[src/rtl/bram_stream_loader.sv]
// bram_stream_loader
//
// Feeds the write port of a simple-dual-port block RAM from a valid/ready word
// stream. Each packet on the stream is a base address beat, a word count beat,
// and then that many payload words, which are written to consecutive RAM
// addresses. The address wraps at the top of the RAM. A running checksum of
// the payload is kept, and done pulses once per packet. The loader stops taking
// payload while another agent owns the write port (mem_busy).
//
// Parameters:
//   DATA_WIDTH     width of stream words and RAM data
//   ADDRESS_WIDTH  RAM address width
//
// Ports:
//   clock     rising-edge clock for all state
//   reset_n   asynchronous active-low reset
//   in_valid  upstream word valid
//   in_ready  loader accepts a word this cycle (from state and mem_busy only)
//   in_data   upstream word
//   mem_busy  write port is owned by someone else; payload is held off
//   wen       registered RAM write enable
//   waddr     registered RAM write address
//   din       registered RAM write data
//   active    a packet is in progress (header count or payload phase)
//   done      one-cycle pulse when a packet completes
//   checksum  sum of the payload words of the current/last packet, modulo 2^DATA_WIDTH

module bram_stream_loader #(
    parameter int unsigned DATA_WIDTH    = 16,
    parameter int unsigned ADDRESS_WIDTH = 11
) (
    input  logic                     clock,
    input  logic                     reset_n,
    input  logic                     in_valid,
    output logic                     in_ready,
    input  logic [DATA_WIDTH-1:0]    in_data,
    input  logic                     mem_busy,
    output logic                     wen,
    output logic [ADDRESS_WIDTH-1:0] waddr,
    output logic [DATA_WIDTH-1:0]    din,
    output logic                     active,
    output logic                     done,
    output logic [DATA_WIDTH-1:0]    checksum
);

    typedef enum logic [1:0] {
        StBase = 2'd0,
        StLen  = 2'd1,
        StData = 2'd2
    } state_e;

    state_e                   state_q, state_d;
    logic [ADDRESS_WIDTH-1:0] addr_ptr_q, addr_ptr_d;
    logic [DATA_WIDTH-1:0]    remaining_q, remaining_d;
    logic [DATA_WIDTH-1:0]    checksum_q, checksum_d;
    logic                     wen_q, wen_d;
    logic [ADDRESS_WIDTH-1:0] waddr_q, waddr_d;
    logic [DATA_WIDTH-1:0]    din_q, din_d;
    logic                     done_q, done_d;
    logic                     beat;

    // Ready depends only on state and mem_busy so that upstream may wait on
    // ready before raising valid without creating a combinational loop.
    always_comb begin
        in_ready = 1'b1;
        if (state_q == StData) begin
            in_ready = ~mem_busy;
        end
    end

    assign beat = in_valid & in_ready;

    always_comb begin
        state_d     = state_q;
        addr_ptr_d  = addr_ptr_q;
        remaining_d = remaining_q;
        checksum_d  = checksum_q;
        waddr_d     = waddr_q;
        din_d       = din_q;
        wen_d       = 1'b0;
        done_d      = 1'b0;

        unique case (state_q)
            StBase: begin
                if (beat) begin
                    // Upper bits of the base word are ignored.
                    addr_ptr_d = in_data[ADDRESS_WIDTH-1:0];
                    checksum_d = '0;
                    state_d    = StLen;
                end
            end
            StLen: begin
                if (beat) begin
                    remaining_d = in_data;
                    if (in_data == '0) begin
                        // Empty packet: complete without touching the RAM.
                        done_d  = 1'b1;
                        state_d = StBase;
                    end else begin
                        state_d = StData;
                    end
                end
            end
            StData: begin
                if (beat) begin
                    wen_d       = 1'b1;
                    waddr_d     = addr_ptr_q;
                    din_d       = in_data;
                    addr_ptr_d  = addr_ptr_q + 1'b1;
                    remaining_d = remaining_q - 1'b1;
                    checksum_d  = checksum_q + in_data;
                    if (remaining_q == DATA_WIDTH'(1)) begin
                        // done lines up with the final write.
                        done_d  = 1'b1;
                        state_d = StBase;
                    end
                end
            end
            default: begin
                state_d = StBase;
            end
        endcase
    end

    always_ff @(posedge clock or negedge reset_n) begin
        if (!reset_n) begin
            state_q     <= StBase;
            addr_ptr_q  <= '0;
            remaining_q <= '0;
            checksum_q  <= '0;
            wen_q       <= 1'b0;
            waddr_q     <= '0;
            din_q       <= '0;
            done_q      <= 1'b0;
        end else begin
            state_q     <= state_d;
            addr_ptr_q  <= addr_ptr_d;
            remaining_q <= remaining_d;
            checksum_q  <= checksum_d;
            wen_q       <= wen_d;
            waddr_q     <= waddr_d;
            din_q       <= din_d;
            done_q      <= done_d;
        end
    end

    assign wen      = wen_q;
    assign waddr    = waddr_q;
    assign din      = din_q;
    assign done     = done_q;
    assign checksum = checksum_q;
    assign active   = (state_q != StBase);

endmodule

[config.mk]
export PLATFORM = sky130hd
export DESIGN_NAME = bram_stream_loader
export DESIGN_NICKNAME = d
export VERILOG_FILES = /design/src/rtl/bram_stream_loader.sv
export SDC_FILE = /design/constraint.sdc
export NUM_CORES = 1
export LEC_CHECK = 0
export CORE_MARGIN = 2
export CORE_UTILIZATION = 49
export DETAILED_ROUTE_END_ITERATION = 8
export PLACE_DENSITY_LB_ADDON = 0.1
export SYNTH_ARGS = -nofsm -noshare
export SYNTH_HDL_FRONTEND = slang
export SYNTH_SLANG_ARGS = --single-unit
[constraint.sdc]
create_clock -name clock -period 2.33 [get_ports clock]
set_input_delay 0.466 -clock clock [delete_from_list [all_inputs] [get_ports clock]]
set_output_delay 0.466 -clock clock [all_outputs]
set_load 0.03 [all_outputs]
==> results by group <==
Status
  – Status: complete, no violations

Setup path
  – CP Data Required Time: 2580 ps
  – Slowest CP cell: clkdlybuf4s50_1
  – Critical Path AT: 2570 ps
  – Critical Path Max Stage Delay: 550 ps
  – CP Max Fanout: 2
  – Worst setup SP type: input pin
  – Kind of critical path: in -> reg
  – Crit-path cells: clkdlybuf4s50_1, ha_4, a211o_1, o311ai_2, buf_4, a21oi_4, or3_1, a32o_1
  – CP Capture Type: flop

GRT
  – Largest net degree at the start of global routing: 48
  – Number of global-route vias before repair: 3,972
  – Remaining Overflow, GRT: 0
  – First-pass GRT wire length: 19,000 um
  – Initial antenna violation count: 0
  – GRT Total Usage: 0.253

Drt
  – DR top layer: met4
  – Drc violations: 0
  – Vias per cell: 5.62
  – Wl on met1: 5190 um
  – DRT Wirelength: 11,700 um
  – Post-route ant nets: 0
  – First-iteration detailed-routing DRC count: 137
  – Met2 WL post-DR: 5760 um
  – Wire length per cell: 16.2 um
  – Vias: 4,058
  – Metal3 WL: 541 um
  – 1st-pass router iterations: 4

Clock network
  – Hold-fix buffers, CTS: 0
  – TritonCTS Buffers: 9
  – CTS tree: done
  – Clock latency on the worst-skew pair: 360 ps
  – CTS sink count: 74
  – H-tree levels: 3
  – CTS max path bufs: 2
  – CTS Root Cell: clkbuf_8
  – Clock Pin Slew Worst Setup and Hold Paths: 90 ps

Yosys
  – Synth Area per Inst: 8.60 sq um
  – Cells after synthesis: 490
  – EDFF count, synth: 0
  – Synth Cell Area: 4210 sq um
  – Fraction of registers with async set/reset: 1.00
  – Commonest cells in the netlist: nand2_1 (120), dfrtp_1 (74), a21oi_1 (51)
  – Synth area leader: dfrtp_1
  – Post-Syn Nets: 532
  – Seq cells post-synth: 74
  – Seq/Total Area, Yosys: 0.440
  – Most frequent cell after synthesis: nand2_1
  – Synth cell types: 50
  – Synth top area cells: dfrtp_1 (44%), nand2_1 (11%), ha_1 (6.2%), a21oi_1 (6.1%), o21ai_0 (3.9%)
  – Main flop type after synthesis: dfrtp_1
  – Post-synth top area share: 0.440
  – Number of synthesis warnings: 0

Timing
  – Period Utilization, post-route: 0.998
  – Setup TNS: 0 ps
  – Normalized max-slew margin: 0.573
  – # setup viols final: 0
  – Final WS setup: 5.52 ps
  – Setup Skew: 14.8 ps
  – Hold Vio Cnt, Final: 0
  – FMAX: 0.430 GHz
  – RSZ-0062 raised after global routing: yes
  – Slew Limit Fails: 0
  – Post-route minimum period: 2320 ps
  – Actual slew at the worst max-slew pin: 640 ps

Layout
  – Area delta synth->final: 36.3%
  – Share of cells above drive strength 1: 0.170
  – Layout fillers: 675
  – Final nets: 654
  – Inserted Diodes: 0

Pwr
  – Max VDD drop: 0.594 mV
  – Pwr/cell area: 1240 nW/um^2
  – LEAKAGE: 2.64 nW

Place
  – PortBufs: 66
  – DP Wirelength: 8360 um
  – Pre-CTS WS: -523 ps
  – Final Wtd Congestion: 0.873

Floorplanning
  – Std cell rows: 33
  – Die area: 9350 sq um
  – Chip Height: 96.7 um
  – Initial Util: 0.510
  – Die X-Extent: 96.7 um
  – # IOs: 67
  – Core box area: 8260 sq um

Job
  – Max-cap viol count: 0

Min path
  – HP Class: in -> async
[path summary, 6_finish.rpt]
check,to,start,cells past startpoint,slack (ps)
setup / recovery,checksum[12],in_data[7],8,6
hold / removal,wen,reset_n,1,120
setup reg to reg,remaining_q[15],remaining_q[9],6,60
hold reg to reg,din[5],din[5],2,480
max in group asynchronous,din[9],reset_n,2,1620
min in group clock,din[5],din[5],2,480
[report_power, final]
group | internal, mW | switching [mW] | total [mW]
Clock | 0.455 | 0.524 | 0.980
Combinational | 1.69 | 2.12 | 3.81
Sequential | 1.84 | 0.509 | 2.35
Total | 3.99 | 3.15 | 7.14
[sequential cells by signal (all words and copies together), names as in the netlist]
name / flops
done: 1
waddr: 11
remaining_q: 16
wen: 1
addr_ptr_q: 11
din: 16
state_q: 2
checksum: 16
[per-stage QoR]
step	instance area [sq um]	hold slack [ps]	instances	power (mW)	utilization
global route	5740	171	722	7.63	0.695
global placement	5430	456	705	5.94	0.658
floorplan	4210	170	490	4.55	-
detailed placement	5430	462	705	6.05	0.658
finish	5740	120	722	7.14	0.695
CTS	5640	139	721	7.07	0.683
[layout by cell type (no fill, tap or decap), types with 11 or more instances in the layout]
cell / count
a21oi_1: 45
nand3_1: 15
clkbuf_8: 11
o22ai_1: 19
dfrtp_1: 73
buf_4: 64
nand2_1: 120
nor2_1: 25
o21ai_0: 29
clkdlybuf4s50_1: 61
ha_1: 18
mux2i_1: 14
[layout make-up]
type,instances,area (sq um),share of cell area
clock buffers,12,155,0.0270
clock inverters,4,33.8,0.00588
multi-input cells,383,2320,0.405
well taps,105,131,0.0229
flip-flops and latches,74,1850,0.323
inverters,12,45.0,0.00784
repair buffers,132,1200,0.209
[layer usage]
metal,track usage,vias to the layer above
met5,0,-
met4,0.0856,0
met3,0.0592,22
met2,0.415,74
met1,0.330,1984
li1,-,1978
[critical path: cells and delay by family]
family          cells  cell delay, ps
fa+ha+maj           1             230
simple gates        1             320
compound gates      4             840
buf+inv             2             720
[timing repair]
| action | CTS | global route |
|---|---|---|
| endpoints found under the setup margin | 2 | 9 |
| resized for setup | 8 | 22 |
| setup buffers | 0 | 1 |
| pin swaps | 0 | 8 |
[kinds of logic after synthesis]
kind of cell,share of synthesized area
multiplexers,0.0333
flip-flops,0.440
buffers and inverters,0.0342
AO/OA/AOI/OAI,0.188
AND/OR/NAND/NOR,0.219
adder cells (fa/ha/maj),0.0671
XOR/XNOR,0.0187
No activity file was read; power rests on OpenSTA's default activity.
